--- src/rtl/uart_tx_scheduler.sv ---
// Round-robin arbiter sharing one UART transmitter between NREQ byte streams.
// A requester owns the transmitter for a whole message, until its last byte.
module uart_tx_scheduler #(
  parameter int NREQ          = 3,
  parameter int GUARD_CYCLES  = 4,
  parameter int STALL_TIMEOUT = 65535,
  localparam int PW           = (NREQ > 1) ? $clog2(NREQ) : 1
) (
  input  logic              sys_clk,
  input  logic              sys_rst_l,
  input  logic [NREQ-1:0]   req_i,
  input  logic [8*NREQ-1:0] data_i,
  input  logic [NREQ-1:0]   last_i,
  output logic [NREQ-1:0]   ack_o,
  output logic [NREQ-1:0]   grant_o,
  output logic [NREQ-1:0]   drop_o,
  output logic              wen_o,
  output logic [7:0]        tx_data_o,
  input  logic              tre_i,
  output logic              busy_o,
  output logic [1:0]        state_o,
  output logic [PW-1:0]     ptr_o
);

  // Handshake: req_i[k] holds data_i/last_i stable until ack_o[k] pulses for one
  // cycle; only then may requester k present its next byte or drop req_i[k].

  typedef enum logic [1:0] {
    IDLE      = 2'd0,
    SEND      = 2'd1,
    WAIT_FALL = 2'd2,
    WAIT_RISE = 2'd3
  } state_t;

  localparam logic [15:0] STALL_MAX = 16'(STALL_TIMEOUT - 1);
  localparam logic [7:0]  GUARD_MAX = 8'(GUARD_CYCLES - 1);

  state_t          state;
  logic [PW-1:0]   ptr;
  logic [PW-1:0]   owner;
  logic            last_q;
  logic [15:0]     stall_cnt;
  logic [7:0]      guard_cnt;

  logic            pick_valid;
  logic [PW-1:0]   pick_idx;
  int              cand;
  logic [PW-1:0]   owner_inc;
  logic            req_owner;
  logic            last_owner;
  logic [7:0]      data_owner;
  logic [NREQ-1:0] pick_onehot;

  // Search ptr, ptr+1, ... wrapping; walking downwards leaves the closest hit.
  always_comb begin
    pick_valid = 1'b0;
    pick_idx   = '0;
    cand       = 0;
    for (int i = NREQ - 1; i >= 0; i--) begin
      cand = (int'(ptr) + i) % NREQ;
      if (req_i[cand]) begin
        pick_valid = 1'b1;
        pick_idx   = PW'(cand);
      end
    end
  end

  assign owner_inc   = (owner == PW'(NREQ - 1)) ? '0 : owner + PW'(1);
  assign req_owner   = req_i[owner];
  assign last_owner  = last_i[owner];
  assign data_owner  = data_i[{owner, 3'b000} +: 8];
  assign pick_onehot = {{(NREQ-1){1'b0}}, 1'b1} << pick_idx;
  assign state_o     = state;
  assign ptr_o       = ptr;

  always_ff @(posedge sys_clk or negedge sys_rst_l) begin
    if (!sys_rst_l) begin
      state     <= IDLE;
      ptr       <= '0;
      owner     <= '0;
      last_q    <= 1'b0;
      stall_cnt <= '0;
      guard_cnt <= '0;
      ack_o     <= '0;
      grant_o   <= '0;
      drop_o    <= '0;
      wen_o     <= 1'b0;
      tx_data_o <= 8'h00;
      busy_o    <= 1'b0;
    end else begin
      wen_o  <= 1'b0;
      ack_o  <= '0;
      drop_o <= '0;
      case (state)
        IDLE: begin
          if (tre_i && pick_valid) begin
            owner     <= pick_idx;
            grant_o   <= pick_onehot;
            stall_cnt <= '0;
            busy_o    <= 1'b1;
            state     <= SEND;
          end
        end
        SEND: begin
          // tre_i is re-checked so a write never follows a low tre_i sample.
          if (req_owner && tre_i) begin
            wen_o     <= 1'b1;
            tx_data_o <= data_owner;
            ack_o     <= grant_o;
            last_q    <= last_owner;
            stall_cnt <= '0;
            guard_cnt <= '0;
            state     <= WAIT_FALL;
          end else if (!req_owner) begin
            if (stall_cnt == STALL_MAX) begin
              drop_o    <= grant_o;
              grant_o   <= '0;
              ptr       <= owner_inc;
              stall_cnt <= '0;
              busy_o    <= 1'b0;
              state     <= IDLE;
            end else begin
              stall_cnt <= stall_cnt + 16'd1;
            end
          end
        end
        WAIT_FALL: begin
          // A transmitter that never drops tre_i must not hang the scheduler.
          if (!tre_i || guard_cnt == GUARD_MAX) begin
            guard_cnt <= '0;
            state     <= WAIT_RISE;
          end else begin
            guard_cnt <= guard_cnt + 8'd1;
          end
        end
        WAIT_RISE: begin
          if (tre_i) begin
            if (last_q) begin
              grant_o <= '0;
              ptr     <= owner_inc;
              busy_o  <= 1'b0;
              state   <= IDLE;
            end else begin
              state <= SEND;
            end
          end
        end
        default: begin
          state <= IDLE;
        end
      endcase
    end
  end

endmodule

--- config.mk ---
export PLATFORM = sky130hd
export DESIGN_NAME = uart_tx_scheduler
export DESIGN_NICKNAME = d
export VERILOG_FILES = /design/src/rtl/uart_tx_scheduler.sv
export SDC_FILE = /design/constraint.sdc
export NUM_CORES = 1
export LEC_CHECK = 0
export CORE_MARGIN = 2
export CORE_UTILIZATION = 40
export DETAILED_ROUTE_END_ITERATION = 10
export MAX_ROUTING_LAYER = met4
export PLACE_DENSITY = 0.68
export SLEW_MARGIN = 30
export SYNTH_ARGS = -nofsm -noshare
export SYNTH_HDL_FRONTEND = slang
export SYNTH_SLANG_ARGS = --single-unit
--- constraint.sdc ---
create_clock -name sys_clk -period 2.2 [get_ports sys_clk]
set_input_delay 0.33 -clock sys_clk [delete_from_list [all_inputs] [get_ports sys_clk]]
set_output_delay 0.33 -clock sys_clk [all_outputs]
set_load 0.01 [all_outputs]
Word-level counts from Yosys, hierarchy flattened
Index checks and enable logic that the tools add are counted.
{ "word_totals": {"ff_bits": 50, "latchBits": 0, "ram_bits": 0, "mem_bits_ro": 0, "input_bits": 33, "elab_cells": 122, "n_memories": 0} }
{ "op_classes": {"add_sub_neg": 5, "n_mul": 0, "n_div": 3, "magnitude_cmp": 4, "n_eq_ne": 16, "n_shift": 2, "n_mux": 64, "bitwise_logic": 0, "reduce_logical": 16} }
{ "ops": {"columns": ["operator", "n"], "rows": [
  ["32-bit by 4-bit less-than comparator with 1-bit output (second input constant)", 3],
  ["32-bit by 3-bit modulo with 32-bit output (second input constant)", 2],
  ["16-bit two-way mux", 4],
  ["3-bit two-way mux", 12],
  ["3-bit by 3-bit modulo with 32-bit output (second input constant)", 1],
  ["16-bit case mux with 2 select lines", 1],
  ["2-bit two-way mux", 15],
  ["24-bit by 6-bit indexed part select with 8-bit output", 1],
  ["1-bit two-way mux", 20],
  ["16-bit by 1-bit adder with 16-bit output (second input constant)", 1],
  ["16-bit == test (second input constant)", 1],
  ["8-bit two-way mux", 2],
  ["2-bit inequality test (second input constant)", 8],
  ["8-bit case mux with 2 select lines", 1],
  ["1-bit binary-select mux with 2-bit select", 5],
  ["3-bit case mux with 3 select lines", 1],
  ["8-bit by 1-bit adder with 8-bit output (second input constant)", 1],
  ["8-bit by 2-bit == test with 1-bit output (second input constant)", 1],
  ["2-bit case mux with 4 select lines", 1],
  ["7-bit AND reduction", 1],
  ["2-bit == test (second input constant)", 3],
  ["3-bit inequality test (second input constant)", 2],
  ["2-bit AND reduction", 3],
  ["6-bit AND reduction", 1],
  ["other kinds (16)", 19]
]} }

Depth between registers and ports, before layout
{ "logic_depth": {"depth_word": 11, "depth_mapped": 9, "ltp_nobuf": 8} }

Worst setup path after synthesis
No wires, ideal clock.
{ "synth_path": {"kind": "flip-flop to flip-flop", "startpoint": "register ptr[1], in the netlist ptr_o[1]", "endpoint": "register owner[1]", "arrival_ns": 2.125, "path_slack_ns": -0.050, "stages_incl_launch_ff": 10, "path_buffers": 1, "cell_sequence": "dfrtp_1 > inv_1 > ha_1 > mux2_1 > mux2_2 > o31ai_4 > or3_1 > buf_6 > inv_2 > mux2_4"} }
{ "synth_via": {"elab_chain_cells": 10, "word_cells_on_any_way": 22, "cone_classes": "add/sub: 2; div: 3; mux: 15; reduce/logical: 2"} }
{ "synth_rtl": {"columns": ["item", "line", "rtl"], "rows": [
  ["start, declared", "39", "logic [PW-1:0] ptr;"],
  ["start signal, assigned", "118", "ptr <= owner_inc;"],
  ["start signal, assigned", "140", "ptr <= owner_inc;"],
  ["2-bit by 2-bit adder with 3-bit output", "60", "cand = (int'(ptr) + i) % NREQ;"],
  ["32-bit by 3-bit modulo with 32-bit output", "60", null],
  ["1-bit binary-select mux with 2-bit select", "61", "if (req_i[cand]) begin"],
  ["1-bit two-way mux (not written as such) (2 in series)", "61", null],
  ["1-bit two-way mux (3 in series)", "61", null],
  ["1-bit logical AND", "96", "if (tre_i && pick_valid) begin"],
  ["2-bit AND reduction (no source line)", null, null],
  ["end signal, assigned", "97", "owner <= pick_idx;"],
  ["end, declared", "40", "logic [PW-1:0] owner;"]
]} }
Parallel ways exist; a longest one is shown, timed or not. The select of a mux whose other input is x is not followed.
A chain may end at the register's enable or synchronous reset.

Final worst setup path
Same ends and word-level chain as after synthesis.

==> results.sh <==
export IMPL_drv_slew=0
export IMPL_grt_max_degree=31
export IMPL_arrival_ns=2.37
export IMPL_yosysWarnings=0
export IMPL_synth_xor_area_share_pct=0
export IMPL_final_common_cell="clkdlybuf4s50_1"
export IMPL_finalHoldViolations=20
export IMPL_seq_area_frac_synth_pct=45.2
export IMPL_rsz0062_at_grt="true"
export IMPL_timing_hold_ws_ns=-0.0257
export IMPL_die_height_um=87.1
export IMPL_power_total_mw=4.05
export IMPL_antenna_cells=0
export IMPL_tightest_slew_ns=0.555
export IMPL_r2r_start="ptr_o[1]"
export IMPL_drc=0
export IMPL_synth_compound_area_share_pct=18.3
export IMPL_yosys_area_share_adder_pct=3.17
export IMPL_grt_pass1_vias=2321
export IMPL_clkSinkCount=50
export IMPL_gp_congestion=0.851
export IMPL_syn_nets=342
export IMPL_antenna_left=0
export IMPL_netlist_top_cells_area="dfrtp_1 45%, mux2i_1 5.4%, nor2_1 4.3%"
export IMPL_required_ns=2.39
export IMPL_drt_total_wl_mm=6.44
export IMPL_violations="hold timing"
export IMPL_grt_remaining_overflow=0
export IMPL_dieArea_um2=7590
export IMPL_row_count=30
export IMPL_grt_pass1_wl_mm=10.8
export IMPL_path_cells="inv_2 -> ha_4 -> mux2_4 -> mux2_4 -> o31ai_4 -> or3_4 -> inv_2 -> mux2_4"
export IMPL_io_buffer_count=55
export IMPL_via_count=2506
export IMPL_synth_distinct_cells=47
export IMPL_drtIter0Drc=150
export IMPL_start_util_pct=40.9
export IMPL_wl_per_cell_um=13.7
export IMPL_die_w_um=87.1
export IMPL_clkLatencyLatePin_ns=0.31
export IMPL_r2r_cells=8
export IMPL_worst_setup_path_end_kind="flop"
export IMPL_p_leak_nw=1.64
export IMPL_max_freq_ghz=0.459
export IMPL_max_vdd_ir_drop_mv=0.597
export IMPL_drv_cap=0
export IMPL_cts_buffers=5
export IMPL_final_nets=428
export IMPL_skew_ns=0.00851
export IMPL_crit_buf_inv=2
export IMPL_ys_ff_latch=50
export IMPL_cts_max_level=2
export IMPL_setup_violations=0
export IMPL_cp_start_kind="flop"
export IMPL_fillers=645
export IMPL_worst_path_dominant_cell_family="multiplexers"
export IMPL_timing_final_crit_share_pct=99.0
export IMPL_firstDrtPassIters=4
export IMPL_path_max_fanout=3
export IMPL_cpPeakStageDelay_ns=0.45
export IMPL_reg2reg_slack_ns=0.02
export IMPL_timing_rr_end="owner[1]"
export IMPL_syn_avg_cell_area_um2=9.16
export IMPL_clk_path_buf_depth=2
export IMPL_crit_slowest_cell="dfrtp_2"
export IMPL_run_status="finished with violations"
export IMPL_tns_ns=0
export IMPL_ios=56
export IMPL_cp_common_cell="mux2_4"
export IMPL_place_area_um2=3630
export IMPL_core_area_um2=6760
export IMPL_muxShareOfSynthArea_pct=7.60
export IMPL_netlist_area_um2=2770
export IMPL_synthCells=302
export IMPL_dpl_hpwl_mm=4.80
export IMPL_layout_common_cells="54 x clkdlybuf4s50_1, 48 x dfrtp_1, 34 x buf_4"
export IMPL_crit_type="flop to flop"
export IMPL_drive_gt1_share_pct=18.3
export IMPL_grt_antenna_before_repair=0
export IMPL_fin_area_um2=3800
export IMPL_powerDensity_nw_per_um2=1060
export IMPL_via_per_inst=5.34
export IMPL_cts_reportedPaths_clkPinSlew_ns=0.10
export IMPL_clockRootBuffer="clkbuf_8"
export IMPL_cts_tree="built"
export IMPL_synth_top_family_by_area="simple AND/OR/NAND/NOR gates"
export IMPL_grt_util_all_layers_pct=18.0
export IMPL_yosysTopAreaCellShare_pct=45.2
export IMPL_fin_crit_ns=2.18
export IMPL_slew_headroom_pct=62.6
export IMPL_synth_top_area_cell="dfrtp_1"
export IMPL_hp_class="primary input to async pin"
export IMPL_synth_simple_gate_area_share_pct=22.2
export IMPL_area_delta_synth_final_pct=37.6
## kinds of logic after synthesis
family	after synthesis
compound gates	81
fa+ha+maj	7
buf+inv	21
flops	50
mux	20
simple gates	123
## report_power, final
part           switching [mW]  internal [mW]
registers               0.162           1.12
logic                    1.04           1.11
clock network           0.324          0.289
total                    1.53           2.52
## Yosys cell counts, drive strengths merged
master	n
nor2	32
and2	7
nor2b	6
nor4b	1
nor3	9
inv	9
and4	2
o21ai	35
o31ai	8
a31o	1
nand3b	4
nand2	27
o21a	1
mux2i	15
nand2b	2
clkbuf	4
and3	5
a21oi	22
a41oi	1
ha	7
o211ai	3
nor4	2
o41ai	2
mux2	5
a21o	2
buf	8
or4	1
or3	2
a211oi	3
or2	2
nand3	17
nand4	4
o21bai	1
dfrtp	50
a22o	2
## metrics by stage
stage / util, % / hold WS [ns] / cells / worst slack (ns)
after floorplan: - / 0.0344 / 302 / -0.0135
after global placement: 53.7 / 0.331 / 456 / -0.120
after detailed placement: 53.7 / 0.338 / 456 / -0.209
after CTS: 55.5 / 0.00187 / 464 / 0.0335
after global routing: 56.3 / 0.0115 / 469 / -0.0402
final: 56.3 / -0.0257 / 469 / 0.0218
## worst max path at each step
stage | from | endpoint | slack, ns | cells after the start
final | ptr_o[1] | owner[1] | 0.02 | 8
after global routing | ptr_o[1] | stall_cnt[13] | -0.04 | 9
after CTS | ptr_o[0] | grant_o[2] | 0.03 | 10
after detailed placement | req_i[1] | owner[1] | -0.21 | 7
after global placement | req_i[1] | owner[1] | -0.12 | 7
after floorplan | ptr_o[1] | owner[1] | -0.01 | 9
## worst register-to-register path, stage by stage (launching register included)
cell and delay, ns:
dfrtp_2 0.45, inv_2 0.09, ha_4 0.15, mux2_4 0.30, mux2_4 0.29, o31ai_4 0.27
or3_4 0.20, inv_2 0.04, mux2_4 0.28
## per-layer routing
layer  vias to the layer above  global-route usage [%]  wire, um
met5                         -                       -         0
met4                         0                    2.66        57
met3                         5                    3.89       271
met2                        49                    28.2      3010
met1                      1196                    24.8      3100
li1                       1256                       -         -
## state kept, by name (all words and copies together), names as in the netlist, named ones only
name	cells
busy_o	1
wen_o	1
owner	2
guard_cnt	8
grant_o	3
state_o	1
tx_data_o	8
ack_o	3
drop_o	3
last_q	1
stall_cnt	16
ptr_o	2
## area by class of cell
class	count	area [um2]	share of cell area, %
Clock buffer	7	96.3	2.53
Clock inverter	1	8.76	0.230
Inverter	9	33.8	0.888
Multi-Input combinational cell	231	1480	38.9
Sequential cell	50	1250	33.0
Tap cell	80	100	2.63
Timing Repair Buffer	91	832	21.9
## repair_timing
item,CTS,global route
setup endpoints to repair,4,3
pin swaps,2,4
hold endpoints to repair,0,0
gates resized for setup,5,5
setup buffers,0,5
hold buffers,0,0
Power figures use the tool's default switching activity.
